### config.mk
export PLATFORM = sky130hd
export DESIGN_NAME = sync_serial_multiplier
export DESIGN_NICKNAME = d
export VERILOG_FILES = /design/src/rtl/sync_serial_multiplier.sv
export SDC_FILE = /design/constraint.sdc
export NUM_CORES = 1
export LEC_CHECK = 0
export CORE_MARGIN = 3
export CORE_UTILIZATION = 45
export CTS_CLUSTER_DIAMETER = 120
export DETAILED_ROUTE_END_ITERATION = 12
export PLACE_DENSITY = 0.7
export SYNTH_ARGS = -nofsm -noshare
export SYNTH_HDL_FRONTEND = slang
export SYNTH_SLANG_ARGS = --single-unit
### constraint.sdc
create_clock -name fast_clk -period 5.8 [get_ports fast_clk]
set_input_delay 1.16 -clock fast_clk [delete_from_list [all_inputs] [get_ports fast_clk]]
set_output_delay 1.16 -clock fast_clk [all_outputs]
set_load 0.02 [all_outputs]
### src/rtl/sync_serial_multiplier.sv
// Bit-serial operand loader feeding a sequential shift-add multiplier.
// Two WIDTH-bit unsigned operands arrive one bit per accepted cycle on
// data_in (A first, then B). WIDTH shift-add steps then build the
// 2*WIDTH-bit product, which is held on multiply until the consumer takes it.
//
// Handshakes: a beat moves on a rising edge where valid and ready are both
// high. Input side: accept = in_valid & in_ready, and in_ready is high only
// while loading. Output side: the product is taken on an edge with
// out_valid & out_ready; out_valid stays high, and multiply stays stable,
// until that edge.
module sync_serial_multiplier #(
   parameter int WIDTH     = 4,
   parameter bit LSB_FIRST = 1'b1
) (
   input  logic                 fast_clk,
   input  logic                 reset,
   input  logic                 data_in,
   input  logic                 in_valid,
   output logic                 in_ready,
   output logic [2*WIDTH-1:0]   multiply,
   output logic                 out_valid,
   input  logic                 out_ready,
   output logic                 busy,
   output logic [1:0]           state_dbg
);

   // Count only has to reach WIDTH-1: loading and multiplying both wrap to 0
   // on their last step.
   localparam int            CW   = (WIDTH > 1) ? $clog2(WIDTH) : 1;
   localparam logic [CW-1:0] LAST = CW'(WIDTH - 1);

   typedef enum logic [1:0] {
      LOAD_A = 2'd0,
      LOAD_B = 2'd1,
      MULT   = 2'd2,
      DONE   = 2'd3
   } state_t;

   state_t               state_q, state_d;
   logic [CW-1:0]        count_q, count_d;
   logic [WIDTH-1:0]     a_q, a_d;
   logic [WIDTH-1:0]     b_q, b_d;
   logic [2*WIDTH-1:0]   acc_q, acc_d;
   logic [2*WIDTH-1:0]   mult_q, mult_d;
   logic                 accept;

   // LSB-first streams fill from the top and shift down, so the first bit ends
   // up in bit 0; MSB-first streams fill from the bottom and shift up.
   function automatic logic [WIDTH-1:0] shift_in(input logic [WIDTH-1:0] r,
                                                  input logic             b);
      if (LSB_FIRST) return {b, r[WIDTH-1:1]};
      else           return {r[WIDTH-2:0], b};
   endfunction

   // Handshake and status outputs decode straight from the registered state.
   always_comb begin
      in_ready  = (state_q == LOAD_A) || (state_q == LOAD_B);
      out_valid = (state_q == DONE);
      busy      = !((state_q == LOAD_A) && (count_q == '0));
      multiply  = mult_q;
      state_dbg = state_q;
      accept    = in_valid && in_ready;
   end

   // Next-state logic: serial loading, one shift-add step per MULT cycle,
   // and holding the product in DONE until the consumer is ready.
   always_comb begin
      state_d = state_q;
      count_d = count_q;
      a_d     = a_q;
      b_d     = b_q;
      acc_d   = acc_q;
      mult_d  = mult_q;
      case (state_q)
         LOAD_A: begin
            if (accept) begin
               a_d = shift_in(a_q, data_in);
               if (count_q == LAST) begin
                  count_d = '0;
                  state_d = LOAD_B;
               end else begin
                  count_d = count_q + 1'b1;
               end
            end
         end
         LOAD_B: begin
            if (accept) begin
               b_d = shift_in(b_q, data_in);
               if (count_q == LAST) begin
                  count_d = '0;
                  acc_d   = '0;
                  state_d = MULT;
               end else begin
                  count_d = count_q + 1'b1;
               end
            end
         end
         MULT: begin
            // A partial product A<<i is at most 2*WIDTH-1 bits wide and the
            // sum of all of them fits in 2*WIDTH bits, so no carry is lost.
            if (b_q[count_q]) begin
               acc_d = acc_q + ({{WIDTH{1'b0}}, a_q} << count_q);
            end
            if (count_q == LAST) begin
               mult_d  = acc_d;
               count_d = '0;
               state_d = DONE;
            end else begin
               count_d = count_q + 1'b1;
            end
         end
         DONE: begin
            if (out_ready) begin
               count_d = '0;
               state_d = LOAD_A;
            end
         end
         default: begin
            count_d = '0;
            state_d = LOAD_A;
         end
      endcase
   end

   // State registers; reset discards partial operands and any pending product.
   always_ff @(posedge fast_clk) begin
      if (reset) begin
         state_q <= LOAD_A;
         count_q <= '0;
         a_q     <= '0;
         b_q     <= '0;
         acc_q   <= '0;
         mult_q  <= '0;
      end else begin
         state_q <= state_d;
         count_q <= count_d;
         a_q     <= a_d;
         b_q     <= b_d;
         acc_q   <= acc_d;
         mult_q  <= mult_d;
      end
   end

endmodule

==> impl_metrics.csv <==
group,metric,value,unit
outcome,status,"finished clean",
critical_path,r2r_cells,10,
logic_synthesis,synth_area,1674,sq um
logic_synthesis,ys.flop_type,"dfxtp_1",
power_and_ir_drop,p_leak,0.7553,nW
clocking,cts_max_path_buffers,2,
clocking,cts_root_buf,"clkbuf_8",
layout,n_antenna_cell,0,
logic_synthesis,synth.distinct_cells,42,
logic_synthesis,syn-num-nets,211,
clocking,cts_buffers,3,
timing,rsz0062_at_grt,"false",
critical_path,path_class,"flop to output pin",
layout,finalNetCount,223,
detailed_routing,wl_per_cell,13.68,microns
critical_path,required,4.64,ns
detailed_routing,met3_length,134,microns
global_route,grt_max_degree,25,
detailed_routing,viasPerCell,5.635,
detailed_routing,dr_total_vias,1403,
floorplanning,dieArea,4488,sq um
critical_path,arrival,1.95,ns
logic_synthesis,synth_edf_count,0,
run,cap_violations,0,
clocking,post_cts_resized,0,
placed_design,dp_hpwl,2576,microns
timing,skew,0.004570,ns
logic_synthesis,avgSynthCellArea,8.719,sq um
logic_synthesis,synthArstFlopShare,0,%
floorplanning,fp.dieH,67.00,microns
logic_synthesis,synthCells,192,
logic_synthesis,synth.ff_latch_count,28,
min_path,min_path_type,"flop to flop",
detailed_routing,wl,3407,microns
timing,worst_pin_slew,0.9264,ns
placed_design,dp.cells,245,
critical_path,max_stage_delay,0.54,ns
timing,hold_viol,0,
critical_path,reg2reg_slack,2.92,ns
clocking,postCtsHoldBufs,0,
global_route,grt_pass1_vias,1304,
global_route,grt_usage,16.70,%
power_and_ir_drop,total_power,0.3881,mW
clocking,insertion_delay,0.28,ns
critical_path,cp_slowest_cell,"clkdlybuf4s50_1",
clocking,htreeDepth,1,
timing,fmax,0.3212,GHz
floorplanning,num_rows,21,
layout,layout-drive-gt1-share,5.419,%
detailed_routing,route.met2.wl,1696,microns
detailed_routing,firstDrtPassIters,4,
critical_path,path_cells,"inv_1 > ha_1 > nor2_1 > inv_1 > clkdlybuf4s50_1",
floorplanning,ioPinCount,18,
timing,tns,0,ns
logic_synthesis,yosysSeqAreaShare,33.48,%
clocking,cts_tree,"built",
placed_design,routabilityCongestion,0.8522,
critical_path,cp_max_fo,9,
detailed_routing,wirelength_met1,1551,microns
layout,layout.cells.non_filler,249,
timing,slew_headroom,38.05,%
min_path,holdPathStages,2,
detailed_routing,first_iter_violations,102,
timing,setup_viol,0,
floorplanning,start_util,48.27,%
clocking,cts.reportedPaths.clkPinSlew,0.09,ns
detailed_routing,drc,0,
layout,syn2layout_area_growth,14.57,%
floorplanning,die_w,67.00,microns
power_and_ir_drop,power.density,202.3,nW/um^2
timing,drv_slew,0,
global_route,gr-total-overflow,0,
critical_path,endpoint_kind,"output pin",
timing,layout_min_cycle_time,3.113,ns
layout,fillers,319,
detailed_routing,dr.max_layer_used,"met4",
global_route,antenna_found_initial,0,
critical_path,crit_top_cell,"inv_1",
clocking,post-cts-setup-buffers,0,
logic_synthesis,yosys_warnings,0,
placed_design,port_buffers,17,
clocking,cts_num_sinks,28,
detailed_routing,drtAntennaViolNets,0,
critical_path,start_kind,"flop",
floorplanning,coreArea,3468,sq um
global_route,grt_pass1_wl,5802,microns
power_and_ir_drop,max-vdd-ir-drop,0.2219,mV
timing,fin_crit_sh,53.67,%
[stage by stage]
step                setup slack (ns)  area, sq um  hold WS (ns)  util [%]
floorplan                      3.338         1674        0.4334         -
global placement               2.913         1847        0.4513     53.25
detailed placement             2.840         1847        0.4677     53.25
CTS                            2.695         1918        0.4814     55.30
global route                   2.596         1918        0.5092     55.30
finish                         2.687         1918        0.4812     55.30
[where the power goes]
part	internal [mW]	switching, mW	total, mW
Sequential	0.194	0.00472	0.199
Clock	0.0924	0.0614	0.154
Combinational	0.0148	0.0203	0.0351
Total	0.302	0.0864	0.388
[worst max-delay path, delay by kind of cell, from the launching register on]
| family | cells | cell delay [ns] |
|---|---|---|
| adders and majority gates | 1 | 0.31 |
| buffers and inverters | 3 | 0.70 |
| and+or+nand+nor | 1 | 0.23 |
| DFF | 1 | 0.44 |
[registers in the layout (all words and copies together) (netlist names)]
register / cells
b_q: 4
a_q: 4
acc_q: 8
state_dbg: 2
count_q: 2
multiply: 8
[logic make-up (layout without fill, tap and decap cells)]
family,Yosys count,count (layout),synth area share [%]
AND/OR/NAND/NOR,60,60,17.26
XOR/XNOR,3,3,1.570
flip-flops,28,28,33.48
adder cells (fa/ha/maj),14,14,10.91
buffers and inverters,20,31,5.531
multiplexers,13,13,8.670
AO/OA/AOI/OAI,54,54,22.57
[synthesized netlist by cell type, drive strengths merged (2+ instances only)]
cell type,instances,area share [%]
inv,10,2.2
nand3,9,2.7
a211oi,7,3.1
o21a,3,1.3
a31oi,2,0.75
o22ai,2,0.75
buf,5,2.2
a21o,3,1.3
nand2,20,4.5
mux2i,10,6.0
nor3b,2,1.2
o21ai,5,1.5
mux2,2,1.3
a22o,5,2.6
xnor2,2,1.0
nor2,20,4.5
a21oi,20,6.7
ha,13,9.7
or3,2,0.75
clkbuf,5,1.1
dfxtp,28,33
[metal layers]
| metal | up-vias | GRT usage [%] |
|---|---|---|
| met1 | 661 | 20.06 |
| met2 | 25 | 29.21 |
| li1 | 713 | - |
| met5 | - | 0 |
| met3 | 4 | 4.384 |
| met4 | 0 | 4.304 |
[cell type report]
type                       count  area (sq um)  area share [%]
clock buffer                   3         41.29           2.153
clock inverter                 1         30.03           1.566
inverter                      10         37.54           1.957
multi-input combinational    144          1021           53.23
sequential                    28         560.5           29.22
tap                           46         57.56           3.001
timing repair buffer          17         170.2           8.871
[final timing paths]
check                                 start                  endpoint
hold reg to reg         a_q[0]$_SDFFE_PP0P_       a_q[0]$_SDFFE_PP0P_
setup reg to reg    count_q[0]$_SDFFE_PP0P_  multiply[6]$_SDFFE_PP0P_
setup / recovery  state_dbg[0]$_SDFFE_PP0P_                  in_ready
hold / removal          a_q[0]$_SDFFE_PP0P_       a_q[0]$_SDFFE_PP0P_
[cell usage in the layout, fill, tap and decap left out, types with 2 or more instances in the layout]
master,instances
mux2i_1,10
inv_1,10
nand3_1,9
nand2_1,20
o21a_1,3
a211oi_1,7
clkdlybuf4s50_1,17
a21o_1,3
o21ai_0,5
nor2_1,20
a31oi_1,2
mux2_2,2
ha_1,13
xnor2_1,2
a22o_1,5
a21oi_1,19
o22ai_1,2
or3_1,2
clkbuf_8,3
dfxtp_1,28
(Power assumes the default switching activity.)
